<file path="config.mk">
export PLATFORM = sky130hd
export DESIGN_NAME = serial_addsub_acc
export DESIGN_NICKNAME = d
export VERILOG_FILES = /design/src/rtl/addsub_pkg.sv /design/src/rtl/serial_addsub_acc_digit_adder.sv /design/src/rtl/serial_addsub_acc.sv
export SDC_FILE = /design/constraint.sdc
export NUM_CORES = 1
export LEC_CHECK = 0
export BUFFER_PORTS_ARGS = -buffer_cell sky130_fd_sc_hd__buf_2
export CAP_MARGIN = 20
export CELL_PAD_IN_SITES_DETAIL_PLACEMENT = 0
export CELL_PAD_IN_SITES_GLOBAL_PLACEMENT = 2
export CORE_MARGIN = 1.5
export CORE_UTILIZATION = 30
export CTS_CLUSTER_DIAMETER = 200
export DETAILED_ROUTE_END_ITERATION = 8
export PLACE_DENSITY_LB_ADDON = 0.1
export SETUP_SLACK_MARGIN = 0.4
export SLEW_MARGIN = 20
export SYNTH_ARGS = -nofsm -noshare
export SYNTH_HDL_FRONTEND = slang
export SYNTH_SLANG_ARGS = --single-unit
</file>
<file path="constraint.sdc">
create_clock -name clk -period 2.5 [get_ports clk]
set_input_delay 0.625 -clock clk [delete_from_list [all_inputs] [get_ports clk]]
set_output_delay 0.625 -clock clk [all_outputs]
set_load 0.01 [all_outputs]
</file>
<file path="src/rtl/addsub_pkg.sv">
// Shared constants, state encoding and sizing helper for the serial add/subtract accumulator.
package addsub_pkg;

    localparam int OP_SUB = 0;
    localparam int OP_ACC = 1;

    typedef enum logic [1:0] {
        IDLE = 2'd0,
        RUN  = 2'd1,
        DONE = 2'd2
    } state_t;

    // Counter width for STEPS states; never narrower than one bit so STEPS=1 still has a counter.
    function automatic int clog2(input int value);
        int bits;
        int rem;
        bits = 0;
        rem  = value - 1;
        while (rem > 0) begin
            bits = bits + 1;
            rem  = rem >> 1;
        end
        return (bits < 1) ? 1 : bits;
    endfunction

endpackage

</file>
<file path="src/rtl/serial_addsub_acc_digit_adder.sv">
// DIGIT-wide combinational adder slice; the serial engine feeds it one digit per clock.
module digit_adder #(
    parameter int DIGIT = 1
) (
    input  logic [DIGIT-1:0] a,
    input  logic [DIGIT-1:0] b,
    input  logic             cin,
    output logic [DIGIT-1:0] sum,
    output logic             cout
);

    assign {cout, sum} = {1'b0, a} + {1'b0, b} + {{DIGIT{1'b0}}, cin};

endmodule

</file>
<file path="src/rtl/serial_addsub_acc.sv">
// Digit-serial add/subtract engine with valid/ready handshakes and a chaining accumulator.
module serial_addsub_acc
    import addsub_pkg::*;
#(
    parameter int WIDTH = 8,
    parameter int DIGIT = 1
) (
    input  logic             clk,
    input  logic             reset,
    input  logic             in_valid,
    output logic             in_ready,
    input  logic [1:0]       op,
    input  logic [WIDTH-1:0] a_in,
    input  logic [WIDTH-1:0] b_in,
    input  logic             acc_clr,
    output logic             out_valid,
    input  logic             out_ready,
    output logic [WIDTH-1:0] result,
    output logic             cout,
    output logic             ovf,
    output logic             zero,
    output logic [WIDTH-1:0] acc
);

    localparam int STEPS = WIDTH / DIGIT;
    localparam int CW = clog2(STEPS);
    localparam logic [CW-1:0] LAST = CW'(STEPS - 1);

    state_t           state;
    logic [WIDTH-1:0] op_a;
    logic [WIDTH-1:0] op_b;
    logic             carry;
    logic [CW-1:0]    cnt;
    logic             msb_a;
    logic             msb_b;

    logic [DIGIT-1:0] dig_sum;
    logic             dig_cout;
    logic [WIDTH-1:0] sum_full;
    logic [WIDTH-1:0] first_op;
    logic [WIDTH-1:0] second_op;

    // A same-cycle accumulator clear must also zero an ACC-sourced operand.
    assign first_op  = op[OP_ACC] ? (acc_clr ? '0 : acc) : a_in;
    assign second_op = b_in ^ {WIDTH{op[OP_SUB]}};
    assign in_ready  = (state == IDLE);

    digit_adder #(
        .DIGIT(DIGIT)
    ) u_digit (
        .a   (op_a[DIGIT-1:0]),
        .b   (op_b[DIGIT-1:0]),
        .cin (carry),
        .sum (dig_sum),
        .cout(dig_cout)
    );

    // sum_full is what the result would be if this RUN cycle were the last one:
    // the new digit on top of the digits already collected.
    if (DIGIT < WIDTH) begin : g_shift
        logic [WIDTH-DIGIT-1:0] sum_sh;

        assign sum_full = {dig_sum, sum_sh};

        always_ff @(posedge clk) begin
            if (reset) begin
                sum_sh <= '0;
            end else if (state == RUN) begin
                sum_sh <= sum_full[WIDTH-1:DIGIT];
            end
        end
    end else begin : g_single
        assign sum_full = dig_sum;
    end

    always_ff @(posedge clk) begin
        if (reset) begin
            state     <= IDLE;
            op_a      <= '0;
            op_b      <= '0;
            carry     <= 1'b0;
            cnt       <= '0;
            msb_a     <= 1'b0;
            msb_b     <= 1'b0;
            out_valid <= 1'b0;
            result    <= '0;
            cout      <= 1'b0;
            ovf       <= 1'b0;
            zero      <= 1'b0;
            acc       <= '0;
        end else begin
            case (state)
                IDLE: begin
                    if (in_valid) begin
                        op_a  <= first_op;
                        op_b  <= second_op;
                        carry <= op[OP_SUB];
                        msb_a <= first_op[WIDTH-1];
                        msb_b <= second_op[WIDTH-1];
                        cnt   <= '0;
                        state <= RUN;
                    end
                end
                RUN: begin
                    op_a  <= op_a >> DIGIT;
                    op_b  <= op_b >> DIGIT;
                    carry <= dig_cout;
                    cnt   <= cnt + 1'b1;
                    if (cnt == LAST) begin
                        state     <= DONE;
                        out_valid <= 1'b1;
                        result    <= sum_full;
                        cout      <= dig_cout;
                        ovf       <= (msb_a == msb_b) && (sum_full[WIDTH-1] != msb_a);
                        zero      <= (sum_full == '0);
                    end
                end
                DONE: begin
                    if (out_ready) begin
                        state     <= IDLE;
                        out_valid <= 1'b0;
                    end
                end
                default: begin
                    state     <= IDLE;
                    out_valid <= 1'b0;
                end
            endcase

            // Clear has priority over loading a freshly accepted result.
            if (acc_clr) begin
                acc <= '0;
            end else if (state == DONE && out_ready) begin
                acc <= result;
            end
        end
    end

endmodule

</file>
---- Yosys cells after proc, flatten, opt, wreduce, memory -nomap -nowiden ----
Cells that the tools add are included.
word-level totals
  flip-flop bits (word level) ............. 51
  input port bits ......................... 23
  output and inout bits ................... 21
  logic and storage cells ................. 55
operators by class
  $add $sub $neg .......................... 3
  equal/unequal tests ..................... 8
  muxes and demuxes ....................... 17
  reduce and logical (&&, ||, !) cells .... 11
  bitwise logic cells ..................... 2
operator list
  operator                                                                  number
  8-bit two-way mux                                                         4
  8-bit case mux with 2 select lines                                        2
  8-bit zero test                                                           1
  8-bit bitwise XOR                                                         1
  2-bit two-way mux                                                         3
  2-bit case mux with 3 select lines                                        1
  3-bit case mux with 2 select lines                                        1
  2-bit AND reduction                                                       3
  3-bit AND reduction                                                       2
  2-bit inequality test (second input constant)                             2
  3-bit by 1-bit adder with 3-bit output (second input constant)            1
  3-bit == test (second input constant)                                     1
  1-bit two-way mux                                                         3
  3-bit two-way mux                                                         1
  1-bit case mux with 3 select lines                                        1
  1-bit by 1-bit adder with 2-bit output                                    1
  2-bit by 1-bit adder with 2-bit output                                    1
  2-bit by 1-bit == test with 1-bit output (second input constant)          1
  2-bit == test (second input constant)                                     1
  1-bit logical AND                                                         2
  2-bit zero test                                                           1
  2-bit by 1-bit inequality test with 1-bit output (second input constant)  1
  1-bit case mux with 2 select lines                                        1
  2-bit nonzero test                                                        1
  other kinds (4)                                                           4

---- Depth between registers and ports, before layout ----
  depth after elaboration ................. 4
  gate-level depth with buffers ........... 6
  gate-level depth less buffers ........... 5

---- Cells and area by module ----
Synthesis repeated with hierarchy kept, for this count alone.
second synthesis, totals
  cells, all modules ...................... 250
  area, all modules ....................... 2217.1 um2
by module, submodules not included
  module             sequential area each (um2)  area each (um2)  instances  cells each
  serial_addsub_acc  1021.0                      2197.1           1          249
  digit_adder        0.0                         20.0             1          1

---- Worst setup path before layout ----
OpenSTA, ideal clock, no wires.
  kind .................................... input to register
  start point ............................. input in_valid
  end point ............................... register op_a[3]
  buffers on the path ..................... 1
  cell stages on the path ................. 4
  setup slack ............................. 827 ps
  library setup time ...................... 122 ps
  required time ........................... 2378 ps
  arrival time ............................ 1551 ps
  path through ............................ or3b_1 > buf_6 > and4_1 > a311o_1
on the way
  word-level cells in the longest chain between the ends .. 2
ends and longest elaborated chain
  element                                 RTL line                  source
  start, declared                         serial_addsub_acc.sv:10   input logic in_valid,
  2-bit inequality test (no source line)  -
  2-bit AND reduction (no source line)    -
  end signal, assigned                    serial_addsub_acc.sv:95   op_a <= first_op;
  end signal, assigned                    serial_addsub_acc.sv:105  op_a <= op_a >> DIGIT;
  end, declared                           serial_addsub_acc.sv:30   logic [WIDTH-1:0] op_a;
Every way passes these cells.
A chain may end at the register's enable or synchronous reset.

---- Worst setup path after layout ----
  start point ............................. register state[0]
  end point ............................... output in_ready
on the way
  word-level cells in the longest chain between the ends .. 1
ends and longest elaborated chain
  element                 RTL line                  source
  start, declared         serial_addsub_acc.sv:29   state_t state;
  start signal, assigned  serial_addsub_acc.sv:78   state <= IDLE;
  start signal, assigned  serial_addsub_acc.sv:101  state <= RUN;
  start signal, assigned  serial_addsub_acc.sv:110  state <= DONE;
  2-bit zero test         serial_addsub_acc.sv:46   assign in_ready = (state == IDLE);
  end, declared           serial_addsub_acc.sv:11   output logic in_ready,
Every way passes these cells.

==> results.cfg <==
[sta]
setup_viol_count_final = 0
finalCriticalPeriod_ns = 1.82
fin_crit_sh_pct = 72.9
unrepaired_setup_endpoints_after_global_routing = no
finalHoldWorstSlack_ns = 0.457
hold_viol_final = 0
timing.max_slew.rel_slack_pct = 63.3
timing.clock.skew_ns = 0.00605
setup-tns-final_ns = 0
final-max-slew-violation-count = 0
worst_slew_pin_slew_ns = 0.550
max_freq_ghz = 0.549

[job]
cap_viol_max_count = 0

[routing]
route.detailed.drc = 0
drt-wirelength-per-cell_um = 14.6
detail-route-antenna-nets = 0
route.final.wire_length_um = 5650
viasPerCell = 4.71
vias = 1817
dr.pass1.iters = 4
initialDrtViolationCount = 78

[setup_path]
arrival_ns = 1.20
end_kind = primary output
cp_max_fo = 14
critical_path_class = flop to primary output
critPathCapture = in_ready
startpoint = state[0]
timing.reg2reg.worst_path_depth = 3
worst_r2r_startpoint = state[0]
timing.critical_path.from_type = flop
critical_path_required_ns = 1.88
crit-reg2reg-capture = op_a[3]
worst-r2r-setup-slack_ns = 0.70

[clock_network]
clock_transition_time_at_the_flip_flop_clock_pins_of_the_worst_setup_and_hold_paths_ns = 0.09
cts_hold_buf = 0
tritoncts_sink_count = 51
cts_inserted_buffers = 5
post_cts_resize_count = 0
cts_max_path_bufs = 2
clk-insertion-delay-late_ns = 0.30
tritoncts = yes
cts.repair_timing.setup_buffer_count = 0
clk_root_buffer_cell = clkbuf_8
htreeDepth = 2

[finish]
layout-area-overhead-vs-synth_pct = 17.4
n_fill_cell = 802
layout.area.seq_um2 = 1020
multi_input_area_um2 = 1090
design.final.nets = 313
layout.core_utilization_pct = 36.1
n_antenna_cell = 0
share_of_final_layout_standard_cells_stronger_than_drive_strength_1_pct = 20.2
finalNonFillerCells = 386

[power]
seq_power_share_pct = 54.7
sw_pwr_mw = 0.372
total_leakage_power_nw = 1.07
comb_power_share_pct = 9.9
p_sw_share_pct = 23.7
power_report.internal_total_mw = 1.20
worst_ir_drop_vdd_v = 0.000298
cellPowerDensity_nw_per_um2 = 604
clock_power_share_pct = 35.5

[global_route]
globalRouteTotalUtil_pct = 15.2
globalRouteOverflowTotal = 0
number_of_antenna_violations_at_the_first_check_in_global_routing = 0
global_route_wire_length_before_repair_um = 8980
grt_pass1_vias = 1712
grt_start_max_net_pins = 31

[yosys]
post_synth_instance_area_um2 = 2220
post_synthesis_register_bit_count = 51
ys.warnings.count = 0
number_of_flops_mapped_to_enable_cells_by_yosys = 0
post_synth_inst_count = 251
async_reset_ff_share_pct = 0
synth.distinct_cells = 38
synth_top_flop_cell = dfxtp_1
syn_area_per_cell_um2 = 8.84
mapped_nets = 277
synth.yosys.seq_area_share_pct = 46.0

[placed_design]
port-buffer-count = 43
place_inst = 379
routabilityCongestion = 0.676
placed_wire_length_estimate_um = 4140

[die]
area_of_the_die_um2 = 7920
core-area_um2 = 7210
pin_count = 44
std_cell_rows = 31
floorplan.initialDensity_pct = 30.7
floorplan.die.width_um = 89.0
die_height_um = 89.0

[status]
status = finished, final reports clean

[worst_hold_path]
hp-class = flop to flop
metrics by stage:
stage,instance area (um2),setup WS (ns),power (mW)
6_report,2600,0.678,1.57
5_1_grt,2600,0.485,1.65
4_1_cts,2600,0.668,1.60
3_5_place_dp,2500,0.465,1.04
3_3_place_gp,2500,0.477,1.04
2_1_floorplan,2220,0.827,0.979
registers in the layout, indices dropped and copies added (netlist names):
register / cells
out_valid: 1
state: 2
msb_b: 1
zero: 1
g_shift.sum_sh: 7
cout: 1
op_b: 8
carry: 1
acc: 8
cnt: 3
ovf: 1
msb_a: 1
op_a: 8
result: 8
worst min-delay path by stage:
stage | start | end | slack, ns | cells after the start
after detailed placement | zero | zero | 0.45 | 2
final | zero | zero | 0.46 | 2
after floorplan | g_shift.sum_sh[0] | result[0] | 0.45 | 2
after global routing | zero | zero | 0.50 | 2
after global placement | zero | zero | 0.46 | 2
after CTS | zero | zero | 0.47 | 2
metal layers:
| metal | GRT usage, % | routed length, um | up-vias |
|---|---|---|---|
| li1 | - | - | 952 |
| met1 | 21.6 | 2940 | 829 |
| met2 | 23.3 | 2430 | 31 |
| met3 | 3.14 | 205 | 5 |
| met4 | 4.62 | 74 | 0 |
| met5 | 0 | 0 | - |
synthesized netlist by cell type (3+ instances only):
library cell	count	area (um2)
dfxtp_1	51	1020
nand2_1	39	146
a21oi_1	27	135
nor2_1	26	97.6
mux2i_1	12	120
buf_2	9	45.0
nand2b_1	8	50.1
a221o_1	7	70.1
xnor2_1	7	61.3
a211oi_1	5	37.5
a311o_1	5	50.1
nand3_1	5	25.0
and4_1	4	35.0
buf_1	4	15.0
clkbuf_1	4	15.0
inv_1	4	15.0
nor2b_1	4	25.0
nand3b_1	3	22.5
nor3_1	3	15.0
area by class of cell:
cell class              instances  share of cell area (%)
inverters                       4                   0.577
repair buffers                 48                    9.71
clock inverters                 1                    1.15
multi-input cells             177                    41.8
clock buffers                   6                    2.79
well taps                      99                    4.76
flip-flops and latches         51                    39.2
power by group through the flow:
stage / clock network, mW / logic (mW) / registers (mW)
after floorplan: 0 / 0.109 / 0.870
after global placement: 0 / 0.158 / 0.879
after detailed placement: 0 / 0.159 / 0.879
after CTS: 0.577 / 0.159 / 0.860
after global routing: 0.609 / 0.176 / 0.864
final: 0.557 / 0.155 / 0.860
placed cells by master (no fill, tap or decap), types with 2 or more instances in the layout:
cell type / instances
nand2_1: 39
nor2_1: 26
clkbuf_8: 5
o21ai_0: 2
a211oi_1: 5
and4_1: 4
mux2i_1: 12
ha_1: 2
nand3_1: 5
buf_2: 43
xnor2_1: 7
buf_4: 5
nand3b_1: 3
a311o_1: 5
nand4_1: 2
o221ai_1: 2
a221o_1: 7
nor4_1: 2
nor3_1: 3
a21oi_1: 27
dfxtp_1: 51
nand2b_1: 8
inv_1: 4
nor2b_1: 4
critical path: stages, from the launching register on:
cell and delay, ns:
dfxtp_1 0.60, nor2_1 0.13, buf_2 0.16
kinds of logic (layout without fill, tap and decap cells):
family,after synthesis,after routing,synth area share (%)
simple gates,102,102,22.4
compound gates,52,52,16.1
flops,51,51,46.0
buf+inv,23,59,4.91
mux,12,12,5.41
xor+xnor,8,8,3.16
fa+ha+maj,3,3,2.03
Note: power is estimated with default switching activity, not from simulation.
